[src/rtl/keypad_scan_encoder_if.sv]
// keypad_scan_encoder_if: keypad pins plus the keyboard_data/IsPressed/key_event bundle.
// Revision: 1.0
`default_nettype none

interface keypad_scan_encoder_if;
  logic [3:0] row_in;
  logic [3:0] col_out;
  logic [3:0] keyboard_data;
  logic       IsPressed;
  logic       key_event;

  modport master (
    input  row_in,
    output col_out, keyboard_data, IsPressed, key_event
  );

  modport slave (
    output row_in,
    input  col_out, keyboard_data, IsPressed, key_event
  );
endinterface

`default_nettype wire

[src/rtl/keypad_scan_encoder.sv]
// keypad_scan_encoder: scans a 4x4 active-low keypad, debounces full-scan results and commits one key.
// Revision: 1.0
`default_nettype none

module keypad_scan_encoder #(
  parameter int SCAN_DIV       = 100000,
  parameter int DEBOUNCE_SCANS = 5
) (
  input  logic                   clk,
  input  logic                   sys_rst_n,
  keypad_scan_encoder_if.master  kp
);

  localparam int DW = $clog2(SCAN_DIV);
  localparam int CW = $clog2(DEBOUNCE_SCANS + 1);
  localparam logic [DW-1:0] DWELL_LAST = DW'(SCAN_DIV - 1);
  localparam logic [CW-1:0] CNT_MAX    = CW'(DEBOUNCE_SCANS);
  localparam logic [CW-1:0] CNT_ONE    = CW'(1);

  typedef enum logic [1:0] {
    CAND_NONE    = 2'd0,
    CAND_KEY     = 2'd1,
    CAND_INVALID = 2'd2
  } cand_kind_e;

  logic [3:0]    row_s1_q, row_s1_d, row_s2_q, row_s2_d;
  logic [DW-1:0] dwell_q, dwell_d;
  logic [1:0]    col_q, col_d;
  logic [3:0]    col_out_q, col_out_d;
  logic [15:0]   sample_q, sample_d;
  logic          eval_q, eval_d;
  cand_kind_e    kind_q, kind_d;
  logic [3:0]    code_q, code_d;
  logic [CW-1:0] cnt_q, cnt_d;
  logic [3:0]    data_q, data_d;
  logic          pressed_q, pressed_d;
  logic          event_q, event_d;

  cand_kind_e    new_kind;
  logic [3:0]    new_code;
  logic [4:0]    low_cnt;
  logic [3:0]    low_idx;
  logic          commit;

  // Sample index is col*4+row.
  function automatic logic [3:0] key_code(input logic [3:0] idx);
    case (idx)
      4'd0:    key_code = 4'h1;
      4'd1:    key_code = 4'h4;
      4'd2:    key_code = 4'h7;
      4'd3:    key_code = 4'hE;
      4'd4:    key_code = 4'h2;
      4'd5:    key_code = 4'h5;
      4'd6:    key_code = 4'h8;
      4'd7:    key_code = 4'h0;
      4'd8:    key_code = 4'h3;
      4'd9:    key_code = 4'h6;
      4'd10:   key_code = 4'h9;
      4'd11:   key_code = 4'hF;
      4'd12:   key_code = 4'hA;
      4'd13:   key_code = 4'hB;
      4'd14:   key_code = 4'hC;
      default: key_code = 4'hD;
    endcase
  endfunction

  always_comb begin
    row_s1_d  = kp.row_in;
    row_s2_d  = row_s1_q;
    dwell_d   = dwell_q + 1'b1;
    col_d     = col_q;
    sample_d  = sample_q;
    eval_d    = 1'b0;
    if (dwell_q == DWELL_LAST) begin
      dwell_d  = '0;
      col_d    = col_q + 2'd1;
      sample_d[{col_q, 2'b00} +: 4] = row_s2_q;
      eval_d   = (col_q == 2'd3);
    end
    col_out_d = ~(4'b0001 << col_d);

    low_cnt = 5'd0;
    low_idx = 4'd0;
    for (int i = 0; i < 16; i++) begin
      if (!sample_q[i]) begin
        low_cnt = low_cnt + 5'd1;
        low_idx = 4'(i);
      end
    end
    if (low_cnt == 5'd0) begin
      new_kind = CAND_NONE;
      new_code = 4'h0;
    end else if (low_cnt == 5'd1) begin
      new_kind = CAND_KEY;
      new_code = key_code(low_idx);
    end else begin
      new_kind = CAND_INVALID;
      new_code = 4'h0;
    end

    kind_d    = kind_q;
    code_d    = code_q;
    cnt_d     = cnt_q;
    data_d    = data_q;
    pressed_d = pressed_q;
    event_d   = 1'b0;
    commit    = 1'b0;
    if (eval_q) begin
      if (new_kind == CAND_INVALID) begin
        kind_d = CAND_INVALID;
        cnt_d  = '0;
      end else if (new_kind == kind_q && new_code == code_q) begin
        // Saturated counter means this candidate already committed.
        if (cnt_q < CNT_MAX) begin
          cnt_d  = cnt_q + CNT_ONE;
          commit = ((cnt_q + CNT_ONE) == CNT_MAX);
        end
      end else begin
        kind_d = new_kind;
        code_d = new_code;
        cnt_d  = CNT_ONE;
        commit = (CNT_ONE == CNT_MAX);
      end
      if (commit) begin
        if (new_kind == CAND_KEY) begin
          data_d    = new_code;
          pressed_d = 1'b1;
          event_d   = !pressed_q || (new_code != data_q);
        end else begin
          pressed_d = 1'b0;
        end
      end
    end
  end

  always_ff @(posedge clk or negedge sys_rst_n) begin
    if (!sys_rst_n) begin
      row_s1_q  <= 4'hF;
      row_s2_q  <= 4'hF;
      dwell_q   <= '0;
      col_q     <= 2'd0;
      col_out_q <= 4'b1110;
      sample_q  <= 16'hFFFF;
      eval_q    <= 1'b0;
      kind_q    <= CAND_NONE;
      code_q    <= 4'h0;
      cnt_q     <= '0;
      data_q    <= 4'h0;
      pressed_q <= 1'b0;
      event_q   <= 1'b0;
    end else begin
      row_s1_q  <= row_s1_d;
      row_s2_q  <= row_s2_d;
      dwell_q   <= dwell_d;
      col_q     <= col_d;
      col_out_q <= col_out_d;
      sample_q  <= sample_d;
      eval_q    <= eval_d;
      kind_q    <= kind_d;
      code_q    <= code_d;
      cnt_q     <= cnt_d;
      data_q    <= data_d;
      pressed_q <= pressed_d;
      event_q   <= event_d;
    end
  end

  assign kp.col_out       = col_out_q;
  assign kp.keyboard_data = data_q;
  assign kp.IsPressed     = pressed_q;
  assign kp.key_event     = event_q;

endmodule

`default_nettype wire

[src/flat_wrapper.sv]
// flat-port wrapper written by rule: the top's interface ports become plain ports
module keypad_scan_encoder_flat 
#(
  parameter int SCAN_DIV       = 100000,
  parameter int DEBOUNCE_SCANS = 5
)
  (clk, sys_rst_n, kp_row_in, kp_col_out, kp_keyboard_data, kp_IsPressed, kp_key_event);
  keypad_scan_encoder_if kp_i ();
  input  logic clk;
  input  logic sys_rst_n;
  input wire logic [$bits(kp_i.row_in)-1:0] kp_row_in;
  output wire logic [$bits(kp_i.col_out)-1:0] kp_col_out;
  output wire logic [$bits(kp_i.keyboard_data)-1:0] kp_keyboard_data;
  output wire logic [$bits(kp_i.IsPressed)-1:0] kp_IsPressed;
  output wire logic [$bits(kp_i.key_event)-1:0] kp_key_event;
  assign kp_i.row_in = kp_row_in;
  assign kp_col_out = kp_i.col_out;
  assign kp_keyboard_data = kp_i.keyboard_data;
  assign kp_IsPressed = kp_i.IsPressed;
  assign kp_key_event = kp_i.key_event;
  keypad_scan_encoder #(.SCAN_DIV(SCAN_DIV), .DEBOUNCE_SCANS(DEBOUNCE_SCANS)) u_core (.clk(clk), .sys_rst_n(sys_rst_n), .kp(kp_i));
endmodule
[config.mk]
export PLATFORM = sky130hd
export DESIGN_NAME = keypad_scan_encoder_flat
export DESIGN_NICKNAME = d
export VERILOG_FILES = /design/src/rtl/keypad_scan_encoder_if.sv /design/src/rtl/keypad_scan_encoder.sv /design/src/flat_wrapper.sv
export SDC_FILE = /design/constraint.sdc
export NUM_CORES = 1
export LEC_CHECK = 0
export ABC_AREA = 0
export CORE_MARGIN = 2
export CORE_UTILIZATION = 28
export DETAILED_ROUTE_END_ITERATION = 6
export SETUP_SLACK_MARGIN = 0.4
export SLEW_MARGIN = 20
export SYNTH_ARGS = -nofsm -noshare
export SYNTH_HDL_FRONTEND = slang
export SYNTH_SLANG_ARGS = --single-unit
[constraint.sdc]
create_clock -name clk -period 12.95 [get_ports clk]
set_clock_uncertainty 0.1 [all_clocks]
set_input_delay 2.59 -clock clk [delete_from_list [all_inputs] [get_ports clk]]
set_output_delay 2.59 -clock clk [all_outputs]
set_load 0.01 [all_outputs]
==> results of run 1 <==
## routing by layer
layer / track usage [%] / wire [um] / up-vias
met4: 4.410 / 140 / 0
met1: 15.16 / 4891 / 1703
met2: 17.03 / 4313 / 36
met3: 1.692 / 191 / 11
li1: - / - / 1901
met5: 0 / 0 / -
## critical path, delay by kind of cell, from the launching register on
kind	cells	cell delay [ns]
AOI/OAI and AO/OA	13	3.21
xor gates and xnor gates	5	1.44
adders and majority gates	12	3.38
buffers and inverters	2	0.09
DFF	1	0.54
muxes	1	0.33
and+or+nand+nor	17	2.43
## flip-flops by register name (all words and copies together), names as in the netlist
signal	count
u_core.kp.keyboard_data	4
u_core.eval_q	1
u_core.col_q	2
u_core.kp.key_event	1
u_core.sample_q	16
u_core.kind_q	2
u_core.code_q	4
u_core.cnt_q	3
u_core.kp.col_out	4
u_core.row_s2_q	4
u_core.dwell_q	17
u_core.row_s1_q	4
u_core.kp.IsPressed	1
## area by class of cell
cell class	instances	share of cell area (%)
Tap cell	225	4.992
Multi-Input combinational cell	432	56.27
Sequential cell	63	28.56
Clock buffer	9	3.994
Timing Repair Buffer	16	2.707
Clock inverter	7	1.819
Inverter	25	1.664
## cell usage in the layout (no fill, tap or decap), drive strengths merged, types with 8 or more instances in the layout
master / n
nand2: 82
nor2: 44
xnor2: 37
dfrtp: 36
o21ai: 29
inv: 28
dfstp: 27
ha: 23
xor2: 22
nor2b: 19
a21oi: 17
nand3: 16
clkdlybuf4s50: 14
xnor3: 13
nand2b: 12
and3: 9
clkbuf: 9
mux2: 9
nand4: 8
a31oi: 8
## power by group through the flow
stage,logic (mW),registers (mW),clock network [mW]
CTS,0.00581,0.201,0.269
floorplan,0.000231,0.203,0
detailed placement,0.00585,0.204,0
finish,0.00541,0.201,0.262
global route,0.00644,0.201,0.277
global placement,0.00583,0.204,0
## path summary, 6_finish.rpt
kind / endpoint / slack (ns) / depth (start not counted)
worst max-delay path: u_core.kp.keyboard_data[1] / 1.27 / 50
worst min-delay path: u_core.row_s2_q[2] / 0.25 / 0
worst max register to register: u_core.kp.keyboard_data[1] / 1.27 / 50
worst min register to register: u_core.row_s2_q[2] / 0.25 / 0
max in group asynchronous: u_core.dwell_q[15] / 9.93 / 2
min in group asynchronous: u_core.kp.keyboard_data[1] / 2.30 / 2
## logic make-up (layout without fill, tap and decap cells)
family                   count (synthesis)  count (layout)  share of synthesized area, %
XOR/XNOR                                74              74                         18.29
adder cells (fa/ha/maj)                 24              24                         5.986
AO/OA/AOI/OAI                           97              97                         14.01
buffers and inverters                   46              57                         3.848
flip-flops                              63              63                         32.37
AND/OR/NAND/NOR                        222             222                         22.03
multiplexers                            15              15                         3.471
==> summary.txt, run 1 <==
STA
  – Fin crit period: 11.68 ns
  – Final hold vios: 0
  – Final worst-path cycle share: 90.20%
  – Final hold slack: 0.2536 ns
  – Fin worst setup slack: 1.269 ns
  – Slew Viols, Final: 0
  – Unrepaired setup endpoints after global routing: false
  – Slew HR: 46.76%
  – Final setup vio count: 0
  – Worst Tran Pin Value: 0.7930 ns
  – Fmax: 85.61 MHz
  – Setup TNS: 0 ns

Floorplan
  – Die ar.: ~19,000 um2
  – Horiz. Die Dim: 137.3 um
  – Core area: 17,360 um2
  – Initial Util: 28.66%
  – # IOs: 16
  – Std cell rows: 48
  – Die Y: between 100 and 150 um

Yosys
  – Cell taking the most area after synthesis: dfrtp_1
  – Post-synth EDFFs: 0
  – Cell with the most instances after synthesis: nand2_1
  – Yosys warning total: 0
  – Synth Cell Area: 4975 um2
  – Syn_nets: 570
  – Most used DFF post-synth: dfrtp_1
  – Post-synth top cells: nand2_1 (82), nor2_1 (44), dfrtp_1 (36), xnor2_1 (33), o21ai_0 (28)
  – Yosys cell types: 73
  – Async SR Flop Fraction: 100.0%
  – Area share of the largest cell type after synthesis: 18.11%
  – Post-synthesis average cell area: 9.196 um2
  – Register area share after synthesis: 32.37%
  – Main area contributors after synthesis: dfrtp_1 (18%), dfstp_2 (14%), nand2_1 (6.2%)
  – Mapped Cells: 541
  – Register bit count reported by yosys: 63

Placed design
  – Cell Area, Placed: roughly 5300 um2
  – Cells after DPL: 761
  – Final HPWL DP: a little over 7 mm
  – Post-Place Setup Slack: 1.332 ns
  – Final RePlAce weighted congestion: 0.8181
  – # port buffers: 15

Worst setup path
  – Crit-path slowest cell: dfstp_2
  – Worst EP arrival: about 12 ns
  – Reg-to-Reg Start: u_core.sample_q[0]
  – Most frequent CP cell: ha_1
  – Worst Path Max Fanout: 8
  – Max incr delay on CP: 0.54 ns
  – Setup CP Type: reg -> reg
  – Crit. End Element: flop
  – CP required: between 10 and 15 ns
  – CP Launch Type: flop
  – Worst Setup SP: u_core.sample_q[0]

Routing
  – Final WL: ~9.5 mm
  – Remaining DRCs: 0
  – Router iterations before antenna repair: 4
  – WL/cell: 12.27 um
  – Starting DRC count in detailed routing: 177
  – DRT antenna net count: 0
  – Vias/cell: 4.699
  – Vias after detailed routing: 3,651

Clocking
  – Setup Fix Bufs, Post-CTS: 0
  – Worst-case clock buffer depth: 2
  – H-tree Lvls: 3
  – Clk Tree Root Cell: clkbuf_16
  – Hold_buf cts: 0
  – Total clock sinks: 63
  – Skew-Pair Late Insertion Delay: 0.34 ns
  – CTS Buf Count: 9
  – Clock transition at path regs: roughly 0.060 ns
  – CTS tree: done
  – CTS resizes: 0

Power
  – Switching Fraction: 20.64%
  – Pwr per Cell Area: roughly 83 nW/um2
  – P_int: 0.3716 mW
  – Switch Pwr: 0.09666 mW
  – VDD IR max: approximately 130 uV
  – Seq pwr share: 42.8%
  – Leakage: 2.340 nW
  – Clock power frac: 56.0%
  – Logic pwr share: 1.2%
  – Overall power: ~0.47 mW

Global route
  – First-pass GRT wire length: 16.60 mm
  – Grt total ovfl: 0
  – GRT Resource Usage Total: 10.94%
  – Largest net degree at the start of global routing: 64
  – Number of antenna violations at the first check in global routing: 0
  – Vias in the first global route: about 3,500

Finish
  – Area delta synth->final: 13.36%
  – Final Cell Area: 5639 um2
  – Fillers: 1,747
  – Layout cells sized above 1: 13.41%
  – Storage element area: around 1600 um2
  – Finished Layout Cells: 777
  – Nets: 576
  – Fin util: around a third
  – Antenna Cells: 0
  – Multi-input logic area: 3173 um2

Min path
  – Type of the worst min-delay path: reg -> reg
  – Min-delay src: u_core.row_s1_q[2]

Flow run
  – Max-cap viol count: 0

Outcome
  – Status: finished, final reports clean
No activity file was read; power rests on OpenSTA's default activity.
==> inputs of run 2 (changes only) <==
- SETUP_SLACK_MARGIN: 0.4 -> unset
==> results of run 2 <==
The final DEF is identical to that of run 1; final timing and power are the same.
==> inputs of run 3 (changes only) <==
- CORE_UTILIZATION: 28 -> 30
- CTS_BUF_LIST: unset -> sky130_fd_sc_hd__clkbuf_4 sky130_fd_sc_hd__clkbuf_8 sky130_fd_sc_hd__clkbuf_16
- SETUP_SLACK_MARGIN: unset -> 0.05
==> run 3 against run 2 <==
- power fell by 1.2%
- first-iteration DRC count fell by 4.0%
- flip-flop and latch count is the same
- count of clock-buffer cells in the layout did not move
- critical path type unchanged
- critical endpoint unchanged
- largest cell class unchanged
- highest routed layer unchanged
==> summary.txt, run 3 (synthesis results as in run 1) <==
Outcome
  – Status: finished, final reports clean

Placed design
  – Final HPWL DP: 7.210 mm (+2.3%)
  – Final RePlAce weighted congestion: 0.8099 (-1.0%)
  – # port buffers: 15 (unchanged)

Global route
  – GRT Resource Usage Total: 11.70% (+0.77 points)
  – First-pass GRT wire length: 17.11 mm (+3.1%)
  – Largest net degree at the start of global routing: 64 (unchanged)
  – Number of antenna violations at the first check in global routing: 0 (unchanged)
  – Vias in the first global route: 3,730 (+7.8%)
  – Grt total ovfl: 0 (unchanged)

Clocking
  – Clk Tree Root Cell: clkbuf_16
  – Clock transition at path regs: 0.06 ns (about the same)
  – Total clock sinks: 63 (unchanged)
  – CTS tree: done
  – Worst-case clock buffer depth: 2 (unchanged)
  – H-tree Lvls: 3 (unchanged)
  – Skew-Pair Late Insertion Delay: 0.33 ns (about the same)
  – Hold_buf cts: 0 (unchanged)
  – CTS Buf Count: 9 (unchanged)
  – Setup Fix Bufs, Post-CTS: 0 (unchanged)
  – CTS resizes: 0 (unchanged)

Worst setup path
  – CP Launch Type: flop
  – CP required: 13.06 ns (about the same)
  – Setup CP Type: reg -> reg
  – Max incr delay on CP: 0.54 ns (about the same)
  – Worst Path Max Fanout: 8 (unchanged)
  – Worst Reg-to-Reg Cells: 50 (unchanged)
  – Crit-path slowest cell: dfstp_2
  – Most frequent CP cell: ha_1
  – Crit. End Element: flop
  – Worst EP arrival: 11.92 ns (+0.12 ns)

Finish
  – Largest regs: u_core.dwell_q: 17 flops, u_core.sample_q: 16 flops
  – Storage element area: 1610 um2 (unchanged)
  – Nets: 576 (unchanged)
  – Area delta synth->final: 13.08%
  – Top reg by flops: u_core.dwell_q
  – Antenna Cells: 0 (unchanged)
  – Most common cell after layout, fill and taps aside: nand2_1
  – Fillers: 1,656 (-5.2%)
  – Most frequent cells in the layout: nand2_1 (82), nor2_1 (44), dfrtp_1 (36)
  – Layout cells sized above 1: 13.41% (unchanged)
  – Largest register FFs: 17 (unchanged)
  – Multi-input logic area: 3173 um2 (unchanged)
  – Fin util: 34.29% (+1.8 points)

STA
  – Final setup vio count: 0 (unchanged)
  – Worst Tran Pin Value: 0.7659 ns (-0.02706 ns)
  – Final hold vios: 0 (unchanged)
  – Slew Viols, Final: 0 (unchanged)
  – Slew HR: 48.94% (+2.2 points)
  – Fmax: 84.66 MHz (-1.1%)
  – Final worst-path cycle share: 91.21% (+1.0 points)
  – Fin crit period: 11.81 ns (+0.1314 ns)
  – Unrepaired setup endpoints after global routing: false
  – Setup TNS: 0 ns (unchanged)

Floorplan
  – Horiz. Die Dim: 132.8 um (-3.3%)
  – Core area: 16,410 um2 (-5.5%)
  – Die Y: 132.8 um (-3.3%)
  – Die ar.: 17,630 um2 (-6.5%)
  – # IOs: 16 (unchanged)
  – Std cell rows: 47 (-2.1%)
  – Initial Util: 30.32% (+1.7 points)

Flow run
  – Max-cap viol count: 0 (unchanged)

Min path
  – Hold Path Depth: 0 (unchanged)
  – Type of the worst min-delay path: reg -> reg

Routing
  – Vias after detailed routing: 3,686 (+0.96%)
  – Router iterations before antenna repair: 4 (unchanged)
  – Remaining DRCs: 0 (unchanged)
  – WL/cell: 12.42 um (+1.2%)
  – Final WL: 9.586 mm (+0.51%)
  – Vias/cell: 4.775 (+1.6%)
  – DRT antenna net count: 0 (unchanged)
  – Starting DRC count in detailed routing: 170 (-4.0%)

Power
  – Leakage: 2.339 nW (about the same)
  – VDD IR max: 107.6 uV (-17%)
  – Pwr per Cell Area: 82.26 nW/um2 (-0.94%)
run 3: metrics by stage:
| step | power [mW] | instances | worst slack (ns) | hold slack, ns | instance area (um2) |
|---|---|---|---|---|---|
| after global routing | 0.4780 | 772 | 0.2197 | 0.2562 | 5625 |
| after global placement | 0.2093 | 756 | 1.679 | 0.2467 | 5305 |
| after floorplan | 0.2036 | 541 | 2.199 | 0.2452 | 4975 |
| after detailed placement | 0.2095 | 756 | 1.285 | 0.2468 | 5305 |
| final | 0.4627 | 772 | 1.138 | 0.2538 | 5625 |
| after CTS | 0.4711 | 772 | 1.205 | 0.2531 | 5625 |
run 3: power breakdown:
part / internal, mW / switching, mW
Clock: 0.169 / 0.0880
Sequential: 0.200 / 0.000985
Combinational: 0.00148 / 0.00385
run 3: cell type report:
class                      count  area share (%)
clock buffer                   9           4.004
clock inverter                 7           1.690
inverter                      25           1.668
multi-input combinational    432           56.41
sequential                    63           28.63
tap                          220           4.893
timing repair buffer          16           2.714
run 3: metal layers:
metal / share of wire, % / routed length [um] / vias up / GRT usage, %
met2: 49 / 4688 / 39 / 19.80
met4: 1.2 / 118 / 0 / 4.779
li1: - / - / 1903 / -
met3: 2.4 / 227 / 8 / 1.839
met1: 47 / 4552 / 1736 / 14.92
met5: 0 / 0 / - / 0
run 3: final timing paths:
check / from / to / slack [ns]
setup / recovery: u_core.sample_q[0] / u_core.kp.keyboard_data[1] / 1.14
hold / removal: u_core.row_s1_q[2] / u_core.row_s2_q[2] / 0.25
setup reg to reg: u_core.sample_q[0] / u_core.kp.keyboard_data[1] / 1.14
hold reg to reg: u_core.row_s1_q[2] / u_core.row_s2_q[2] / 0.25
max in group asynchronous: sys_rst_n / u_core.dwell_q[12] / 9.93
min in group asynchronous: sys_rst_n / u_core.cnt_q[1] / 2.30
run 3: worst max-delay path: cells and delay by family (launching register included):
| family | cells | cell delay [ns] |
|---|---|---|
| xor+xnor | 5 | 1.44 |
| fa+ha+maj | 12 | 3.44 |
| simple gates | 17 | 2.49 |
| compound gates | 13 | 3.25 |
| flops | 1 | 0.54 |
| buf+inv | 2 | 0.09 |
| mux | 1 | 0.33 |
